==> config.mk <==
export PLATFORM = sky130hd
export DESIGN_NAME = fifo_buffer_flat
export DESIGN_NICKNAME = d
export VERILOG_FILES = /design/src/rtl/fifo_buffer_if.sv /design/src/rtl/fifo_buffer.sv /design/src/flat_wrapper.sv
export SDC_FILE = /design/constraint.sdc
export NUM_CORES = 1
export LEC_CHECK = 0
export BUFFER_PORTS_ARGS = -buffer_cell sky130_fd_sc_hd__buf_2
export CAP_MARGIN = 20
export CORE_MARGIN = 10
export CORE_UTILIZATION = 51
export DETAILED_ROUTE_END_ITERATION = 10
export GPL_ROUTABILITY_DRIVEN = 0
export PLACE_DENSITY = 0.7
export SYNTH_ARGS = -nofsm -noshare
export SYNTH_HDL_FRONTEND = slang
export SYNTH_SLANG_ARGS = --single-unit
==> constraint.sdc <==
create_clock -name pclk -period 1.55 [get_ports pclk]
set_input_delay 0.465 -clock pclk [delete_from_list [all_inputs] [get_ports pclk]]
set_output_delay 0.465 -clock pclk [all_outputs]
set_load 0.005 [all_outputs]
==> src/rtl/fifo_buffer_if.sv <==
// rtl/fifo_buffer_if.sv - bus-side handshake bundle for the SSP word FIFO
interface fifo_buffer_if #(
  parameter int WIDTH = 8
);
  logic             en;
  logic             rw;
  logic [WIDTH-1:0] wordIn;
  logic [WIDTH-1:0] wordOut;
  logic             intr;

  modport master (
    output en,
    output rw,
    output wordIn,
    input  wordOut,
    input  intr
  );

  modport slave (
    input  en,
    input  rw,
    input  wordIn,
    output wordOut,
    output intr
  );
endinterface

==> src/rtl/fifo_buffer.sv <==
// rtl/fifo_buffer.sv - synchronous word FIFO between parallel bus and SSP shift logic
module fifo_buffer #(
  parameter int WIDTH = 8,
  parameter int DEPTH = 4
) (
  input  logic                pclk,
  input  logic                clear,
  fifo_buffer_if.slave        bus
);

  localparam int             AW       = $clog2(DEPTH);
  localparam logic [AW:0]    FULL_CNT = (AW+1)'(DEPTH);

  logic [WIDTH-1:0] r_mem [DEPTH];
  logic [AW-1:0]    r_wp;
  logic [AW-1:0]    r_rp;
  logic [AW:0]      r_cnt;
  logic [WIDTH-1:0] r_word_out;

  logic w_full;
  logic w_empty;
  logic w_do_write;
  logic w_do_read;

  assign w_full     = (r_cnt == FULL_CNT);
  assign w_empty    = (r_cnt == '0);
  // A single rw strobe makes read and write mutually exclusive per edge.
  assign w_do_write = bus.en &  bus.rw & ~w_full;
  assign w_do_read  = bus.en & ~bus.rw & ~w_empty;

  always_ff @(posedge pclk) begin
    if (clear) begin
      r_wp       <= '0;
      r_rp       <= '0;
      r_cnt      <= '0;
      r_word_out <= '0;
    end else if (w_do_write) begin
      r_wp  <= r_wp + AW'(1);
      r_cnt <= r_cnt + (AW+1)'(1);
    end else if (w_do_read) begin
      r_word_out <= r_mem[r_rp];
      r_rp       <= r_rp + AW'(1);
      r_cnt      <= r_cnt - (AW+1)'(1);
    end
  end

  // Storage is not flushed by clear; stale words are unreachable once pointers reset.
  always_ff @(posedge pclk) begin
    if (!clear && w_do_write) begin
      r_mem[r_wp] <= bus.wordIn;
    end
  end

  assign bus.wordOut = r_word_out;
  assign bus.intr    = w_full;

endmodule

==> src/flat_wrapper.sv <==
// flat-port wrapper written by rule: the top's interface ports become plain ports
module fifo_buffer_flat 
#(
  parameter int WIDTH = 8,
  parameter int DEPTH = 4
)
  (pclk, clear, bus_en, bus_rw, bus_wordIn, bus_wordOut, bus_intr);
  fifo_buffer_if #(.WIDTH(WIDTH)) bus_i ();
  input  logic pclk;
  input  logic clear;
  input wire logic [$bits(bus_i.en)-1:0] bus_en;
  input wire logic [$bits(bus_i.rw)-1:0] bus_rw;
  input wire logic [$bits(bus_i.wordIn)-1:0] bus_wordIn;
  output wire logic [$bits(bus_i.wordOut)-1:0] bus_wordOut;
  output wire logic [$bits(bus_i.intr)-1:0] bus_intr;
  assign bus_i.en = bus_en;
  assign bus_i.rw = bus_rw;
  assign bus_i.wordIn = bus_wordIn;
  assign bus_wordOut = bus_i.wordOut;
  assign bus_intr = bus_i.intr;
  fifo_buffer #(.WIDTH(WIDTH), .DEPTH(DEPTH)) u_core (.pclk(pclk), .clear(clear), .bus(bus_i));
endmodule
==> summary.txt, run 1 <==
Floorplanning
  • Die area: 6568 um2
  • Starting Density: 52.31%
  • Chip width: 81.05 um
  • Io pins: 21
  • Die Ht: 81.05 um
  • Core Rows: 22
  • Core Region: 3633 um2

Clock tree
  • Clock Tree Root: clkbuf_8
  • Clk buf depth: 2
  • Worst-skew pair later-pin latency: 0.29 ns
  • Clock sink count: 47
  • Clock Pin Slew Worst Setup and Hold Paths: approximately 0.080 ns
  • CTS Hold Bufs: 0
  • CTS buffer count: 5
  • CTS tree: done
  • H-tree depth: 2

Place
  • Hpwl dp: 2339 um
  • Port Buf Inserts: 20
  • Dpl ws: -0.2256 ns
  • DP Cell Count: 200

Yosys
  • Syn Nets: 135
  • Post-synth EDFFs: 32
  • Yosys cell types: 28
  • Ys Warns: 0
  • Seq/Total Area, Yosys: between 60% and 70%
  • Cell area after synthesis: 1901 um2
  • Async S/R FF share, synth: 0%
  • Main synth FF type: edfxtp_1
  • Synthesized instance count: 118
  • Yosys reg bits: 47
  • Syn avg cell area: 16.11 um2
  • Area contributors post-synth: edfxtp_1 51%, dfxtp_1 16%, mux4_2 9.5%
  • Yosys top cell by area: edfxtp_1
  • Yosys top cell area share: 50.56%

Global route
  • Final global-route overflow total: 0
  • Vias in the first global route: ~1,100
  • Initial antenna violation count: 0
  • Met3 Track Usage GR: 4.305%
  • First-pass GRT wire length: between 5000 and 6000 um
  • Gr busiest metal: met2
  • GRT Overall Usage: 11.26%
  • Largest net degree at the start of global routing: 18
  • Met1 usage: 12.02%
  • Met2 Track Usage GR: 19.35%

Run
  • Max-Cap Viols: 0

Layout
  • Layout cell share with drive strength beyond 1: 43.21%
  • Final Non-Filler Cells: 210
  • Synth-to-layout area growth: 24.56%
  • Final core utilization: around two thirds
  • Diode count: 0
  • Final #Nets: 178

Outcome
  • Status: finished, violations left
  • Failing checks: negative setup slack

Timing
  • RSZ-0062 raised after global routing: true
  • Max Slew Vio Count: 0
  • Normalized max-slew margin: between 70 and 80%
  • Fin Setup TNS: -0.1343 ns
  • Max Fclk: 616.8 MHz
  • Tcrit/Tclk final: 104.6%
  • Worst Tran Pin Value: 0.3699 ns
  • Final Skew: 0.004616 ns
  • Final WS setup: -0.07126 ns
  • Min Tclk post-route: 1.621 ns
  • Final Hold Vio Count: 0
  • Final setup viols: 2

Setup path
  • Worst R2R Path Depth: 7
  • Crit path DAT: 1.16 ns
  • R2R Setup Slk: -0.06 ns
  • Worst r2r dst: u_core.r_cnt[2]
  • Worst setup path endpoint: bus_intr
  • CP max FO: 3
  • Critical path startpoint: u_core.r_cnt[0]
  • Crit path capture type: output port
  • R2R Path Start: u_core.r_cnt[0]
  • CP startpoint kind: flip-flop
  • Crit Path Class: flip-flop to output port
  • Worst EP required: 1.08 ns

Drt
  • Router iterations before antenna repair: 4
  • Antenna Nets Post-Route: 0
  • Vias per inst: 5.157
  • Detailed Route WL: 3398 um
  • DR iter-0 viols: between 60 and 70
  • DRC Markers: 0
  • Via count: approximately 1,100
  • Per-cell routed wire length: around 16 um

Power
  • VDD IR-drop max: 765.9 uV
  • PwrDens: 1029 nW/um2
  • Leak pwr: a little under 0.9 nW

Worst hold path
  • Hold Crit Class: primary input to flip-flop
[per-layer routing]
| metal | share of wire, % | up-vias | routed length [um] |
|---|---|---|---|
| met5 | 0 | - | 0 |
| met2 | 52 | 21 | 1774 |
| met3 | 5.3 | 4 | 181 |
| met1 | 41 | 541 | 1406 |
| li1 | - | 517 | - |
| met4 | 1.1 | 0 | 36 |
[critical path: stages, from the launching register on]
cell,delay (ns)
dfxtp_2,0.34
nor3b_4,0.26
buf_4,0.17
buf_6,0.09
[what timing repair did]
item,4_1_cts,5_1_grt
endpoints found under the setup margin,34,38
resized for setup,3,4
pin swaps,3,1
buffers inserted,0,2
hold endpoints to repair,0,0
[where the power goes]
part	internal, mW	switching [mW]	total, mW
sequential	1.38	0.0218	1.40
combinational	0.178	0.147	0.325
clock	0.316	0.394	0.710
total	1.87	0.562	2.44
[worst min path at each step]
stage / start / end / slack, ns / cells past startpoint
after floorplan: u_core.bus.wordOut[0] / u_core.bus.wordOut[0] / 0.48 / 2
after global placement: u_core.bus.wordOut[3] / u_core.bus.wordOut[3] / 0.47 / 2
after detailed placement: u_core.bus.wordOut[5] / u_core.bus.wordOut[5] / 0.50 / 2
after CTS: bus_wordIn[2] / u_core.r_mem[3][2] / 0.37 / 1
after global routing: bus_wordIn[1] / u_core.r_mem[2][1] / 0.37 / 1
final: bus_wordIn[2] / u_core.r_mem[2][2] / 0.38 / 1
[sequential cells by signal, indices dropped and copies added, names as in the netlist]
| signal | count |
|---|---|
| u_core.bus.wordOut | 8 |
| u_core.r_cnt | 3 |
| u_core.r_mem | 32 |
| u_core.r_rp | 2 |
| u_core.r_wp | 2 |
[layout make-up]
type                            instances  area [um2]
Inverter                                4       15.01
Multi-Input combinational cell         62       618.1
Clock inverter                          2       12.51
Tap cell                               48       60.06
Timing Repair Buffer                   41       321.6
Clock buffer                            6       72.57
Fill cell                             291        1266
Sequential cell                        47        1267
[Yosys cell counts, types with 2 or more instances]
library cell,instances
xnor2_1,3
nor2_1,14
inv_1,4
and2_1,4
nor3b_4,2
mux2i_1,8
clkbuf_1,2
mux4_2,8
ha_1,5
edfxtp_1,32
a21oi_1,2
dfxtp_1,15
o21ai_0,3
nand2_1,2
[per-stage QoR]
stage	power [mW]	hold slack, ns	instance area (um2)
6_report	2.435	0.3797	2367
5_1_grt	2.540	0.3694	2367
4_1_cts	2.436	0.3709	2337
3_5_place_dp	1.732	0.4960	2235
3_3_place_gp	1.717	0.4702	2235
2_1_floorplan	1.609	0.4850	1909
[logic make-up (layout without fill, tap and decap cells)]
kind of cell,after synthesis,in the layout,share of synthesized area (%)
DFF,47,47,66.36
and+or+nand+nor,27,27,8.493
xor gates and xnor gates,4,4,1.844
AOI/OAI and AO/OA,8,8,2.896
buffers and inverters,9,53,2.238
muxes,18,18,14.88
adders and majority gates,5,5,3.292
[cells in the final DEF, fill, tap and decap left out, types with 5 or more instances in the layout]
master / count
buf_2: 19
clkbuf_8: 5
mux4_2: 8
dfxtp_1: 12
buf_4: 15
nor2_1: 13
edfxtp_1: 32
mux2i_1: 8
Power figures use the tool's default switching activity.
==> run 2, diff against run 1 <==
- RECOVER_POWER: default -> 25
==> run 2 against run 1 <==
The flow still finishes with violations (negative setup slack). Sequential share of layout area increased by 0.11 points. Utilization decreased by 0.14 points. Global-route usage unchanged. Sequential cell count unchanged. Critical path type unchanged. Final cell count unchanged. Clock power about the same. Critical endpoint unchanged. Wire length unchanged. Largest cell class unchanged. Largest power group unchanged.
==> summary.txt, run 2 (synthesized netlist as in run 1, its figures left out) <==
Drt
  • Vias per inst: 5.148
  • Antenna Nets Post-Route: 0
  • Router iterations before antenna repair: 4
  • Via count: 1,081
  • DR iter-0 viols: 63
  • Per-cell routed wire length: 16.18 um
  • DRC Markers: 0
  • Detailed Route WL: 3398 um

Global route
  • First-pass GRT wire length: ~5500 um
  • Vias in the first global route: between 1,000 and 1,500
  • GRT Overall Usage: a little under an eighth
  • Final global-route overflow total: 0
  • Largest net degree at the start of global routing: 18
  • Initial antenna violation count: 0

Floorplanning
  • Die Ht: between 80 and 90 um
  • Chip width: 81.05 um
  • Die area: 6568 um2
  • Core Region: 3633 um2
  • Starting Density: 52.31%
  • Core Rows: 22
  • Io pins: 21

Layout
  • Area occupied by registers: between 1000 and 1500 um2
  • Layout cell share with drive strength beyond 1: 40.74%
  • Final #Nets: 178
  • Synth-to-layout area growth: 24.29%
  • FILL cells: 295
  • Largest Register: u_core.r_mem
  • Multi-input gate area: 618.1 um2
  • Most frequent cells in the layout: 32 x edfxtp_1, 15 x buf_2, 15 x buf_4
  • Commonest non-fill, non-tap cell in the layout: edfxtp_1
  • Diode count: 0
  • Max reg flops: 32
  • Final core utilization: between 60 and 70%

Timing
  • Max Fclk: 617.0 MHz
  • Final Skew: approximately 0.0042 ns
  • Worst Tran Pin Value: 0.3699 ns
  • Final WS setup: -0.07062 ns
  • Final Hold Vio Count: 0
  • Final setup viols: 2
  • Tcrit/Tclk final: 104.6%
  • Normalized max-slew margin: between 70% and 80%
  • Min Tclk post-route: 1.621 ns
  • Max Slew Vio Count: 0
  • RSZ-0062 raised after global routing: true

Clock tree
  • Clk buf depth: 2
  • Clock sink count: 47
  • Clock Pin Slew Worst Setup and Hold Paths: 0.08 ns
  • Clock Tree Root: clkbuf_8
  • CTS Hold Bufs: 0
  • Worst-skew pair later-pin latency: 0.29 ns
  • H-tree depth: 2
  • CTS buffer count: 5
  • CTS tree: done

Place
  • Dpl ws: -0.2256 ns
  • Port Buf Inserts: 20
  • Hpwl dp: 2339 um

Setup path
  • Worst EP required: 1.08 ns
  • Worst r2r dst: u_core.r_cnt[2]
  • CP max FO: 3
  • R2R Path Start: u_core.r_cnt[0]
  • Crit Path Class: flip-flop to output port
  • R2R Setup Slk: -0.06 ns
  • CP startpoint kind: flip-flop
  • Worst R2R Path Depth: 7
  • Slowest cell on the critical path: dfxtp_2
  • Crit path DAT: 1.16 ns
  • Largest stage delay, worst path: 0.34 ns
  • Worst setup path endpoint: bus_intr
  • Critical path startpoint: u_core.r_cnt[0]
  • CP Cell Sequence: nor3b_4, buf_4, buf_6
  • Crit path capture type: output port

Outcome
  • Failing checks: negative setup slack
  • Status: finished, violations left

Power
  • Leak pwr: 0.8668 nW
  • PwrDens: 1030 nW/um2
  • VDD IR-drop max: 765.8 uV

Worst hold path
  • Cells on Worst Hold Path: 1
  • Hold Crit Class: primary input to flip-flop

Run
  • Max-Cap Viols: 0
## run 2: area by class of cell
class / count / area share [%]
clock buffer: 6 / 3.072
multi-input combinational: 62 / 26.17
clock inverter: 2 / 0.5297
timing repair buffer: 41 / 13.40
tap: 48 / 2.542
inverter: 4 / 0.6356
sequential: 47 / 53.65
## run 2: worst min path at each step
stage / endpoint / slack (ns) / startpoint
final: u_core.r_mem[3][4] / 0.38 / bus_wordIn[4]
after global routing: u_core.r_mem[1][7] / 0.38 / bus_wordIn[7]
after CTS: u_core.r_mem[3][2] / 0.37 / bus_wordIn[2]
after detailed placement: u_core.bus.wordOut[5] / 0.50 / u_core.bus.wordOut[5]
after global placement: u_core.bus.wordOut[3] / 0.47 / u_core.bus.wordOut[3]
after floorplan: u_core.bus.wordOut[0] / 0.48 / u_core.bus.wordOut[0]
## run 2: repair_timing
| action | in CTS | in global routing |
|---|---|---|
| gates resized for setup | 3 | 4 |
| pin swaps | 3 | 1 |
| setup buffers | 0 | 2 |
| setup endpoints to repair | 34 | 38 |
## run 2: worst max-delay path, delay by kind of cell, from the launching register on
kind	cells	cell delay (ns)
DFF	1	0.34
and+or+nand+nor	1	0.26
buffers and inverters	2	0.26
## run 2: through the flow
stage               hold slack [ns]  cells  area [um2]  setup TNS (ns)  power, mW
floorplan                    0.4850    118        1909         -0.1163      1.609
global placement             0.4702    200        2235          -5.975      1.717
detailed placement           0.4960    200        2235          -6.968      1.732
CTS                          0.3709    208        2337         -0.8907      2.436
global route                 0.3796    210        2362         -0.3421      2.539
finish                       0.3845    210        2362         -0.1330      2.433
## run 2: power breakdown
| part | switching, mW | total (mW) | leakage (nW) | internal (mW) |
|---|---|---|---|---|
| registers | 0.0218 | 1.40 | 0.413 | 1.38 |
| logic | 0.147 | 0.324 | 0.411 | 0.177 |
| clock network | 0.393 | 0.709 | 0.0428 | 0.316 |
## run 2: per-layer routing
| layer | global-route usage, % | routed length, um |
|---|---|---|
| met1 | 12.02 | 1407 |
| met4 | 5.190 | 36 |
| met2 | 19.35 | 1773 |
| met3 | 4.305 | 181 |
| met5 | 0 | 0 |
